===== src/rtl/accel_bridge_pkg.sv =====
// Shared types and helpers for the accelerator command bridge.
// Optional watchdog build: define ACCEL_BRIDGE_WATCHDOG_EN.
package accel_bridge_pkg;

   typedef enum logic [1:0] {
      IDLE = 2'd0,
      LOAD = 2'd1,
      BUSY = 2'd2,
      DONE = 2'd3
   } bridge_state_t;

   localparam int CFG_ADDR_W = 3;

   // Pointer width with one extra wrap bit to tell full from empty.
   function automatic int fifo_ptr_w(input int depth);
      return $clog2(depth) + 1;
   endfunction

endpackage


===== src/rtl/accel_cmd_bridge_fifo.sv =====
// Synchronous first-word-fall-through FIFO buffering CPU bus writes.
// A push while full is accepted only when a pop happens in the same cycle.
// Flush empties the FIFO and overrides any push or pop in that cycle.
module bridge_fifo
   import accel_bridge_pkg::*;
#(
   parameter int DATA_W = 16,
   parameter int DEPTH  = 4
) (
   input  logic              clk,
   input  logic              rst_n,
   input  logic              flush,
   input  logic              push,
   input  logic              pop,
   input  logic [DATA_W-1:0] din,
   output logic [DATA_W-1:0] dout,
   output logic              full,
   output logic              empty
);

   localparam int PTR_W = fifo_ptr_w(DEPTH);
   localparam int IDX_W = PTR_W - 1;
   localparam logic [PTR_W-1:0] PTR_ONE = PTR_W'(1);

   logic [DATA_W-1:0] mem_q [DEPTH];
   logic [PTR_W-1:0]  wr_ptr_q;
   logic [PTR_W-1:0]  wr_ptr_d;
   logic [PTR_W-1:0]  rd_ptr_q;
   logic [PTR_W-1:0]  rd_ptr_d;
   logic              do_push_s;
   logic              do_pop_s;

   assign empty = (wr_ptr_q == rd_ptr_q);
   assign full  = (wr_ptr_q[PTR_W-1] != rd_ptr_q[PTR_W-1]) &&
                  (wr_ptr_q[IDX_W-1:0] == rd_ptr_q[IDX_W-1:0]);
   assign dout  = mem_q[rd_ptr_q[IDX_W-1:0]];

   assign do_pop_s  = pop && !empty && !flush;
   assign do_push_s = push && !flush && (!full || do_pop_s);

   // Pointer next-state: flush wins, otherwise advance on accepted push/pop.
   always_comb begin
      wr_ptr_d = wr_ptr_q;
      rd_ptr_d = rd_ptr_q;
      if (flush) begin
         wr_ptr_d = '0;
         rd_ptr_d = '0;
      end else begin
         if (do_push_s) begin
            wr_ptr_d = wr_ptr_q + PTR_ONE;
         end else begin
            wr_ptr_d = wr_ptr_q;
         end
         if (do_pop_s) begin
            rd_ptr_d = rd_ptr_q + PTR_ONE;
         end else begin
            rd_ptr_d = rd_ptr_q;
         end
      end
   end

   // Pointer registers.
   always_ff @(posedge clk or negedge rst_n) begin
      if (!rst_n) begin
         wr_ptr_q <= '0;
         rd_ptr_q <= '0;
      end else begin
         wr_ptr_q <= wr_ptr_d;
         rd_ptr_q <= rd_ptr_d;
      end
   end

   // Storage array, written at the write pointer on an accepted push.
   always_ff @(posedge clk or negedge rst_n) begin
      if (!rst_n) begin
         for (int i = 0; i < DEPTH; i++) begin
            mem_q[i] <= '0;
         end
      end else if (do_push_s) begin
         mem_q[wr_ptr_q[IDX_W-1:0]] <= din;
      end
   end

endmodule


===== src/rtl/accel_cmd_bridge.sv =====
// Accelerator command bridge: buffers CPU bus writes, streams them into the
// accelerator config bank at auto-incrementing addresses, starts the run and
// reports completion back to the CPU.
// Optional watchdog: define ACCEL_BRIDGE_WATCHDOG_EN to time out a stuck run.
module accel_cmd_bridge
   import accel_bridge_pkg::*;
#(
   parameter int DATA_W         = 16,
   parameter int NUM_REGS       = 6,
   parameter int FIFO_DEPTH     = 4,
   parameter int TIMEOUT_CYCLES = 4096
) (
   input  logic                  clk,
   input  logic                  rst_n,
   input  logic                  accel_en,
   input  logic                  bus_wr,
   input  logic [DATA_W-1:0]     bus_data,
   output logic                  accel_done,
   output logic                  cfg_we,
   output logic [CFG_ADDR_W-1:0] cfg_addr,
   output logic [DATA_W-1:0]     cfg_data,
   output logic                  acc_start,
   input  logic                  acc_finish,
   output logic                  overflow,
   output logic                  timeout
);

   localparam logic [CFG_ADDR_W-1:0] LAST_IDX = CFG_ADDR_W'(NUM_REGS - 1);
   localparam logic [CFG_ADDR_W-1:0] IDX_ONE  = CFG_ADDR_W'(1);

   bridge_state_t         state_q;
   bridge_state_t         state_d;
   logic [CFG_ADDR_W-1:0] cnt_q;
   logic [CFG_ADDR_W-1:0] cnt_d;
   logic                  start_pend_q;
   logic                  start_pend_d;
   logic                  accel_done_q;
   logic                  accel_done_d;
   logic                  cfg_we_q;
   logic                  cfg_we_d;
   logic [CFG_ADDR_W-1:0] cfg_addr_q;
   logic [CFG_ADDR_W-1:0] cfg_addr_d;
   logic [DATA_W-1:0]     cfg_data_q;
   logic [DATA_W-1:0]     cfg_data_d;
   logic                  acc_start_q;
   logic                  acc_start_d;
   logic                  overflow_q;
   logic                  overflow_d;
   logic                  timeout_q;
   logic                  timeout_d;

   logic                  push_s;
   logic                  pop_s;
   logic                  flush_s;
   logic                  fifo_full_s;
   logic                  fifo_empty_s;
   logic [DATA_W-1:0]     fifo_dout_s;

`ifdef ACCEL_BRIDGE_WATCHDOG_EN
   localparam int WD_W = $clog2(TIMEOUT_CYCLES) + 1;
   localparam logic [WD_W-1:0] WD_LAST = WD_W'(TIMEOUT_CYCLES - 1);
   localparam logic [WD_W-1:0] WD_ONE  = WD_W'(1);

   logic [WD_W-1:0] wd_cnt_q;
   logic [WD_W-1:0] wd_cnt_d;
`endif

   // Disabling the bridge drops incoming words and empties the buffer.
   assign push_s  = bus_wr && accel_en;
   assign flush_s = !accel_en;

   bridge_fifo #(
      .DATA_W (DATA_W),
      .DEPTH  (FIFO_DEPTH)
   ) u_fifo (
      .clk   (clk),
      .rst_n (rst_n),
      .flush (flush_s),
      .push  (push_s),
      .pop   (pop_s),
      .din   (bus_data),
      .dout  (fifo_dout_s),
      .full  (fifo_full_s),
      .empty (fifo_empty_s)
   );

   // Pop whenever a word is waiting and the bridge is accepting config words;
   // the cycle between the last config write and the start pulse is held off.
   always_comb begin
      pop_s = 1'b0;
      if (accel_en && !fifo_empty_s && !start_pend_q) begin
         case (state_q)
            IDLE, LOAD, DONE: pop_s = 1'b1;
            default:          pop_s = 1'b0;
         endcase
      end else begin
         pop_s = 1'b0;
      end
   end

   // Command FSM, word counter and output next-state.
   always_comb begin
      state_d      = state_q;
      cnt_d        = cnt_q;
      start_pend_d = 1'b0;
      accel_done_d = accel_done_q;
      cfg_we_d     = 1'b0;
      cfg_addr_d   = cfg_addr_q;
      cfg_data_d   = cfg_data_q;
      acc_start_d  = 1'b0;
      overflow_d   = overflow_q;
`ifdef ACCEL_BRIDGE_WATCHDOG_EN
      timeout_d    = timeout_q;
      wd_cnt_d     = wd_cnt_q;
`else
      timeout_d    = 1'b0;
`endif

      if (!accel_en) begin
         // Abort: back to a clean idle bridge, sticky flags included.
         state_d      = IDLE;
         cnt_d        = '0;
         accel_done_d = 1'b0;
         cfg_addr_d   = '0;
         cfg_data_d   = '0;
         overflow_d   = 1'b0;
         timeout_d    = 1'b0;
`ifdef ACCEL_BRIDGE_WATCHDOG_EN
         wd_cnt_d     = '0;
`endif
      end else begin
         if (push_s && fifo_full_s && !pop_s) begin
            overflow_d = 1'b1;
         end else begin
            overflow_d = overflow_q;
         end

         if (pop_s) begin
            cfg_we_d     = 1'b1;
            cfg_addr_d   = cnt_q;
            cfg_data_d   = fifo_dout_s;
            accel_done_d = 1'b0;
            if (cnt_q == LAST_IDX) begin
               cnt_d        = '0;
               start_pend_d = 1'b1;
            end else begin
               cnt_d        = cnt_q + IDX_ONE;
            end
         end else begin
            cnt_d = cnt_q;
         end

         case (state_q)
            IDLE: begin
               if (pop_s) begin
                  state_d = LOAD;
               end else begin
                  state_d = IDLE;
               end
            end
            LOAD: begin
               if (start_pend_q) begin
                  state_d     = BUSY;
                  acc_start_d = 1'b1;
`ifdef ACCEL_BRIDGE_WATCHDOG_EN
                  wd_cnt_d    = '0;
`endif
               end else begin
                  state_d = LOAD;
               end
            end
            BUSY: begin
               if (acc_finish) begin
                  state_d      = DONE;
                  accel_done_d = 1'b1;
`ifdef ACCEL_BRIDGE_WATCHDOG_EN
               end else if (wd_cnt_q == WD_LAST) begin
                  state_d      = DONE;
                  accel_done_d = 1'b1;
                  timeout_d    = 1'b1;
               end else begin
                  wd_cnt_d = wd_cnt_q + WD_ONE;
               end
`else
               end else begin
                  state_d = BUSY;
               end
`endif
            end
            DONE: begin
               if (pop_s) begin
                  state_d = LOAD;
               end else begin
                  state_d = DONE;
               end
            end
            default: state_d = IDLE;
         endcase
      end
   end

   // State, counter and registered outputs.
   always_ff @(posedge clk or negedge rst_n) begin
      if (!rst_n) begin
         state_q      <= IDLE;
         cnt_q        <= '0;
         start_pend_q <= 1'b0;
         accel_done_q <= 1'b0;
         cfg_we_q     <= 1'b0;
         cfg_addr_q   <= '0;
         cfg_data_q   <= '0;
         acc_start_q  <= 1'b0;
         overflow_q   <= 1'b0;
         timeout_q    <= 1'b0;
      end else begin
         state_q      <= state_d;
         cnt_q        <= cnt_d;
         start_pend_q <= start_pend_d;
         accel_done_q <= accel_done_d;
         cfg_we_q     <= cfg_we_d;
         cfg_addr_q   <= cfg_addr_d;
         cfg_data_q   <= cfg_data_d;
         acc_start_q  <= acc_start_d;
         overflow_q   <= overflow_d;
         timeout_q    <= timeout_d;
      end
   end

`ifdef ACCEL_BRIDGE_WATCHDOG_EN
   // Watchdog cycle counter for the BUSY phase.
   always_ff @(posedge clk or negedge rst_n) begin
      if (!rst_n) begin
         wd_cnt_q <= '0;
      end else begin
         wd_cnt_q <= wd_cnt_d;
      end
   end
`endif

   assign accel_done = accel_done_q;
   assign cfg_we     = cfg_we_q;
   assign cfg_addr   = cfg_addr_q;
   assign cfg_data   = cfg_data_q;
   assign acc_start  = acc_start_q;
   assign overflow   = overflow_q;
   assign timeout    = timeout_q;

endmodule


===== config.mk =====
export PLATFORM = sky130hd
export DESIGN_NAME = accel_cmd_bridge
export DESIGN_NICKNAME = d
export VERILOG_FILES = /design/src/rtl/accel_bridge_pkg.sv /design/src/rtl/accel_cmd_bridge_fifo.sv /design/src/rtl/accel_cmd_bridge.sv
export SDC_FILE = /design/constraint.sdc
export NUM_CORES = 1
export LEC_CHECK = 0
export CORE_MARGIN = 2
export CORE_UTILIZATION = 39
export CTS_BUF_LIST = sky130_fd_sc_hd__clkbuf_8
export DETAILED_ROUTE_END_ITERATION = 7
export PLACE_DENSITY = 0.54
export SYNTH_ARGS = -nofsm -noshare
export SYNTH_HDL_FRONTEND = slang
export SYNTH_SLANG_ARGS = --single-unit
export TNS_END_PERCENT = 30

===== constraint.sdc =====
create_clock -name clk -period 4.66 [get_ports clk]
set_input_delay 0.932 -clock clk [delete_from_list [all_inputs] [get_ports clk]]
set_output_delay 0.932 -clock clk [all_outputs]
set_load 0.01 [all_outputs]

==> results of run 1 <==
flip-flops by register name, indices dropped and copies added (netlist names):
signal / count
acc_start: 1
accel_done: 1
cfg_addr: 3
cfg_data: 16
cfg_we: 1
cnt_q: 3
overflow: 1
start_pend_q: 1
state_q: 2
u_fifo.mem_q: 64
u_fifo.rd_ptr_q: 3
u_fifo.wr_ptr_q: 3
metal layers:
| layer | share of wire, % | wire, um | GRT usage, % |
|---|---|---|---|
| met5 | 0 | 0 | 0 |
| met4 | 1.1 | 97 | 4.34 |
| met3 | 4.0 | 351 | 5.17 |
| met2 | 47 | 4180 | 25.5 |
| met1 | 48 | 4240 | 22.9 |
worst max-delay path: stages:
cell	delay, ns
clkdlybuf4s50_1	0.46
buf_4	0.21
nand3_2	0.20
a21oi_2	0.56
buf_4	0.29
mux2_2	0.35
area by class of cell:
type / count / area (um^2) / share of cell area, %
clock buffer: 9 / 124 / 2.42
clock inverter: 7 / 52.6 / 1.02
inverter: 6 / 22.5 / 0.439
multi-input combinational: 199 / 1770 / 34.6
sequential: 99 / 2480 / 48.3
tap: 140 / 175 / 3.42
timing repair buffer: 53 / 503 / 9.81
per-stage QoR:
step                instance area, um^2  total power [uW]  setup slack (ns)
finish                             5130              2740              1.91
floorplan                          4390              1920              2.34
global route                       5130              2940              1.82
CTS                                5130              2790              1.91
global placement                   4950              2260              1.57
detailed placement                 4950              2270              1.52
worst max path at each step:
stage / from / end / slack [ns] / cells past startpoint
floorplan: accel_en / u_fifo.mem_q[10] / 2.34 / 5
global placement: accel_en / u_fifo.mem_q[57] / 1.57 / 6
detailed placement: accel_en / u_fifo.mem_q[58] / 1.52 / 6
CTS: accel_en / u_fifo.mem_q[61] / 1.91 / 6
global route: accel_en / u_fifo.mem_q[61] / 1.82 / 6
finish: accel_en / u_fifo.mem_q[61] / 1.91 / 6
logic make-up after synthesis:
| group | count (synthesis) | synth area share (%) |
|---|---|---|
| xor gates and xnor gates | 5 | 0.998 |
| DFF | 99 | 56.5 |
| buffers and inverters | 23 | 3.11 |
| adders and majority gates | 5 | 1.43 |
| other | 1 | 0.0855 |
| AOI/OAI and AO/OA | 36 | 5.11 |
| and+or+nand+nor | 67 | 6.85 |
| muxes | 85 | 26.0 |
placed cells by master, fill, tap and decap left out:
cell type and count:
a21boi_0 1, nor2_1 4, xor2_1 3, nand2b_1 2, inv_6 1, a21oi_1 22, o221a_2 1, a21oi_2 4
a31oi_1 2, or3_2 1, buf_4 11, clkinv_2 1, o21ai_0 4, inv_1 6, o311ai_2 1, or3_1 1
clkinv_4 1, nor3_1 3, ha_1 5, nor3b_4 1, clkinv_1 1, or2_2 1, inv_8 1, mux4_2 14
o311a_2 1, nand2_1 46, nand3_1 6, mux2i_1 5, xnor2_1 2, nor4_1 1, dfrtp_1 99, clkdlybuf4s50_1 42
clkbuf_8 9, nand3_2 1, mux4_1 2, clkinvlp_4 2, conb_1 1, mux2_2 64
report_power, final:
group,internal (uW),switching [uW],total [uW]
Clock,198,311,509
Sequential,1120,135,1250
Combinational,527,457,984
Total,1840,902,2740
==> results.json, run 1 <==
{
  "crit_path_start_kind": "input pin",
  "drt_wl_total_mm": 8.87,
  "n_fill_cell": 1021,
  "worst_slew_pin_slew_ns": 1.02,
  "synth_common_cells": "dfrtp_1 (99), mux2_2 (64), nand2_1 (46)",
  "start_util_pct": 40.3,
  "worst_hold_startpoint": "cnt_q[1]",
  "design.die.area_um2": 12100,
  "rr_worst_depth": 5,
  "ios": 45,
  "cts.htree.levels": 3,
  "synth_ff_type": "dfrtp_1",
  "cts_buffers": 9,
  "nNetsFinal": 394,
  "synthCells": 321,
  "synth_cell_type_count": 35,
  "syn_area_per_cell_um2": 13.7,
  "cts.repair.resized": 0,
  "worstSetupPathType": "in2reg",
  "ys_seq_area_share_pct": 56.5,
  "ir_worst_vdd_uv": 275,
  "end_kind": "register",
  "timing.final.crit_share_pct": 58.9,
  "whs_ns": 0.454,
  "syn_area_um2": 4390,
  "drive_gt1_share_pct": 30.8,
  "die_width_um": 110,
  "holdPathEnd": "start_pend_q",
  "dpl.hpwl_mm": 5.74,
  "finalHoldViolCount": 0,
  "path_max_fanout": 17,
  "worst_hold_path_type": "reg2reg",
  "grt_pass1_wl_mm": 14.7,
  "cts_tree": "done",
  "gp_congestion": 0.727,
  "rsz0062_at_grt": "false",
  "holdPathStages": 1,
  "cap_violations": 0,
  "period_needed_ns": 2.75,
  "maxSlewHeadroom_pct": 32.2,
  "reg2reg_slack_ns": 2.36,
  "synth_top_area_cell": "dfrtp_1",
  "grt_pass1_vias": 2706,
  "synth_seq_cells": 99,
  "hold_buffers": 0,
  "post-route-util_pct": 47.1,
  "antenna_found_initial": 0,
  "io_buffers": 43,
  "outcome": "completed",
  "finalSetupViolCount": 0,
  "r2r_start": "u_fifo.wr_ptr_q[0]",
  "viasPerCell": 5.07,
  "dp_cells": 497,
  "worstPathRequired_ns": 4.92,
  "rows": 38,
  "syn_to_final_growth_pct": 16.9,
  "drt_pass1_iterations": 4,
  "drc_errors": 0,
  "clkSlewWorstSetupHoldPaths_ns": 0.09,
  "wl_per_cell_um": 17.3,
  "drtIter0Drc": 114,
  "ant_nets": 0,
  "final_cells": 513,
  "crit_arrival_ns": 3.01,
  "fmax_mhz": 364,
  "finClkSkew_ns": 0.0119,
  "core-area_um2": 10900,
  "power.density_nw_per_um2": 535,
  "synth_edf_count": 0,
  "cts_setup_buffers": 0,
  "cts_buffer_depth": 2,
  "syn_nets": 347,
  "vias": 2599,
  "tns_ns": 0,
  "cts_sinks": 99,
  "yosysWarningCount": 0,
  "root_buffer": "clkbuf_8",
  "r2r_end": "u_fifo.mem_q[61]",
  "slew_violations": 0,
  "grt_usage_pct": 16.6,
  "synthTopCellsByArea": "dfrtp_1 (56%), mux2_2 (16%), mux4_2 (7.2%)",
  "async_flop_share_pct": 100,
  "yosysMostFrequentCell": "dfrtp_1",
  "gr-total-overflow": 0,
  "clk-insertion-delay-late_ns": 0.38,
  "die_y_um": 110,
  "p_leak_uw": 0.00220,
  "grt_max_degree": 81,
  "synth_top_area_share_pct": 56.5,
  "num_antenna_cells": 0
}
No activity file was read; power rests on OpenSTA's default activity.
==> inputs of run 2 (changes only) <==
--- a/config.mk
+++ b/config.mk
@@ -9,7 +9,7 @@
 export CORE_UTILIZATION = 39
 export CTS_BUF_LIST = sky130_fd_sc_hd__clkbuf_8
 export DETAILED_ROUTE_END_ITERATION = 7
-export PLACE_DENSITY = 0.54
+export PLACE_DENSITY = 0.57
 export SYNTH_ARGS = -nofsm -noshare
 export SYNTH_HDL_FRONTEND = slang
 export SYNTH_SLANG_ARGS = --single-unit
==> constraint.sdc (replaced) <==
create_clock -name clk -period 2.4 [get_ports clk]
set_input_delay 0.48 -clock clk [delete_from_list [all_inputs] [get_ports clk]]
set_output_delay 0.48 -clock clk [all_outputs]
set_load 0.01 [all_outputs]
==> results.json, run 2 (same netlist as run 1, synthesis figures left out) <==
{
  "outcome": "completed",
  "p_leak_uw": 0.00228,
  "layout_common_cells": "dfrtp_1 (99), mux2_2 (64), nand2_1 (46)",
  "grt_usage_pct": 15.8,
  "p_seq_share_pct": 43.3,
  "ios": 45,
  "drt_pass1_iterations": 4,
  "finClkSkew_ns": 0.0122,
  "period_needed_ns": 1.96,
  "drt_wl_total_mm": 8.45,
  "fmax_mhz": 509,
  "start_util_pct": 40.3,
  "largest_reg_flops": 64,
  "core-area_um2": 10900,
  "path_cells": "xor2_1 -> nor3b_4 -> a21oi_2 -> buf_12 -> mux2_2",
  "gr-total-overflow": 0,
  "syn_to_final_growth_pct": 20.4,
  "cts_setup_buffers": 0,
  "r2r_end": "u_fifo.mem_q[63]",
  "crit_path_start": "u_fifo.rd_ptr_q[2]",
  "total_power_uw": 5610,
  "hold_buffers": 0,
  "power.density_nw_per_um2": 1060,
  "switching_share_pct": 30.2,
  "cts_tree": "done",
  "end_kind": "register",
  "grt_pass1_vias": 2730,
  "comb_power_share_pct": 33.9,
  "slew_violations": 0,
  "antenna_found_initial": 0,
  "grt_pass1_wl_mm": 14.4,
  "crit_path_end": "u_fifo.mem_q[63]",
  "rows": 38,
  "rr_worst_depth": 5,
  "p_int_uw": 3910,
  "r2r_start": "u_fifo.rd_ptr_q[2]",
  "n_fill_cell": 985,
  "nNetsFinal": 399,
  "vias": 2659,
  "cts_buffers": 9,
  "cts.repair.resized": 0,
  "finalSetupViolCount": 0,
  "worst_slew_pin_slew_ns": 0.675,
  "grt_max_degree": 53,
  "cts_buffer_depth": 2,
  "crit_slowest_cell": "nor3b_4",
  "worstSetupPathType": "reg2reg",
  "design.die.area_um2": 12100,
  "maxSlewHeadroom_pct": 55.0,
  "worstPathRequired_ns": 2.64,
  "tns_ns": 0,
  "max_stage_delay_ns": 0.45,
  "drc_errors": 0,
  "drtIter0Drc": 79,
  "drive_gt1_share_pct": 31.5,
  "ir_worst_vdd_uv": 504,
  "viasPerCell": 5.13,
  "finalHoldViolCount": 0,
  "dpl.hpwl_mm": 5.68,
  "cts.htree.levels": 3,
  "worst_hold_path_type": "in2async",
  "reg2reg_slack_ns": 0.44,
  "path_max_fanout": 14,
  "clkSlewWorstSetupHoldPaths_ns": 0.10,
  "gp_congestion": 0.760,
  "crit_path_start_kind": "register",
  "top_register": "u_fifo.mem_q",
  "root_buffer": "clkbuf_8",
  "worst-path-stages": 5,
  "ant_nets": 0,
  "num_antenna_cells": 0,
  "io_buffers": 43,
  "pwr-share-clk_pct": 22.8,
  "path_buf_inv": 1,
  "cts_sinks": 99,
  "rsz0062_at_grt": "false",
  "wl_per_cell_um": 16.3,
  "die_y_um": 110,
  "final_common_cell": "dfrtp_1",
  "die_width_um": 110,
  "crit_family": "simple AND/OR/NAND/NOR gates",
  "clk-insertion-delay-late_ns": 0.36,
  "p_sw_uw": 1690,
  "cap_violations": 0,
  "crit_arrival_ns": 2.20,
  "timing.final.crit_share_pct": 81.8
}
## run 2: changes by cell type in the layout (fill, tap and decap cells not counted)
cell        change
clkinv_2        -1
clkinvlp_4      -2
buf_4           +1
buf_12          +4
bufinv_16       +3
inv_1           +1
inv_6           -1
## run 2: layout make-up
| type | instances | area, um^2 | share of cell area [%] |
|---|---|---|---|
| Clock buffer | 9 | 124 | 2.35 |
| Clock inverter | 7 | 118 | 2.23 |
| Inverter | 6 | 22.5 | 0.427 |
| Multi-Input combinational cell | 199 | 1770 | 33.6 |
| Sequential cell | 99 | 2480 | 46.9 |
| Tap cell | 140 | 175 | 3.32 |
| Timing Repair Buffer | 58 | 591 | 11.2 |
## run 2: worst min path at each step
stage | from | endpoint | slack [ns] | cells past startpoint
2_1_floorplan | rst_n | acc_start | 0.18 | 0
3_3_place_gp | cnt_q[1] | start_pend_q | 0.44 | 1
3_5_place_dp | cnt_q[1] | start_pend_q | 0.44 | 1
4_1_cts | rst_n | u_fifo.mem_q[18] | 0.16 | 1
5_1_grt | rst_n | u_fifo.mem_q[18] | 0.19 | 1
6_report | rst_n | u_fifo.mem_q[18] | 0.15 | 1
## run 2: power groups by stage
| stage | Sequential [uW] | Clock [uW] | Combinational [uW] |
|---|---|---|---|
| after floorplan | 2450 | 0 | 1270 |
| after global placement | 2450 | 0 | 1920 |
| after detailed placement | 2470 | 0 | 1940 |
| after CTS | 2430 | 1310 | 1940 |
| after global routing | 2500 | 1390 | 2090 |
| final | 2430 | 1280 | 1900 |
## run 2: stage by stage
stage | util (%) | setup slack (ns) | std cells | hold slack [ns] | cell area [um^2]
after CTS | 48.5 | 0.434 | 518 | 0.164 | 5280
after global routing | 48.5 | 0.332 | 518 | 0.190 | 5280
final | 48.5 | 0.436 | 518 | 0.147 | 5280
after detailed placement | 46.3 | 0.185 | 502 | 0.444 | 5040
after global placement | 46.3 | 0.226 | 502 | 0.437 | 5040
after floorplan | - | 0.443 | 321 | 0.184 | 4390
## run 2: worst reg2reg max path, stage by stage, from the launching register on
cell and delay [ns]:
dfrtp_1 0.41, xor2_1 0.35, nor3b_4 0.45, a21oi_2 0.17, buf_12 0.19, mux2_2 0.28
## run 2: layer usage
metal	track usage, %	vias to the layer above	wire length, um
li1	-	1241	-
met1	21.2	1370	3900
met2	26.3	38	4230
met3	2.65	10	211
met4	4.88	0	110
met5	0	-	0
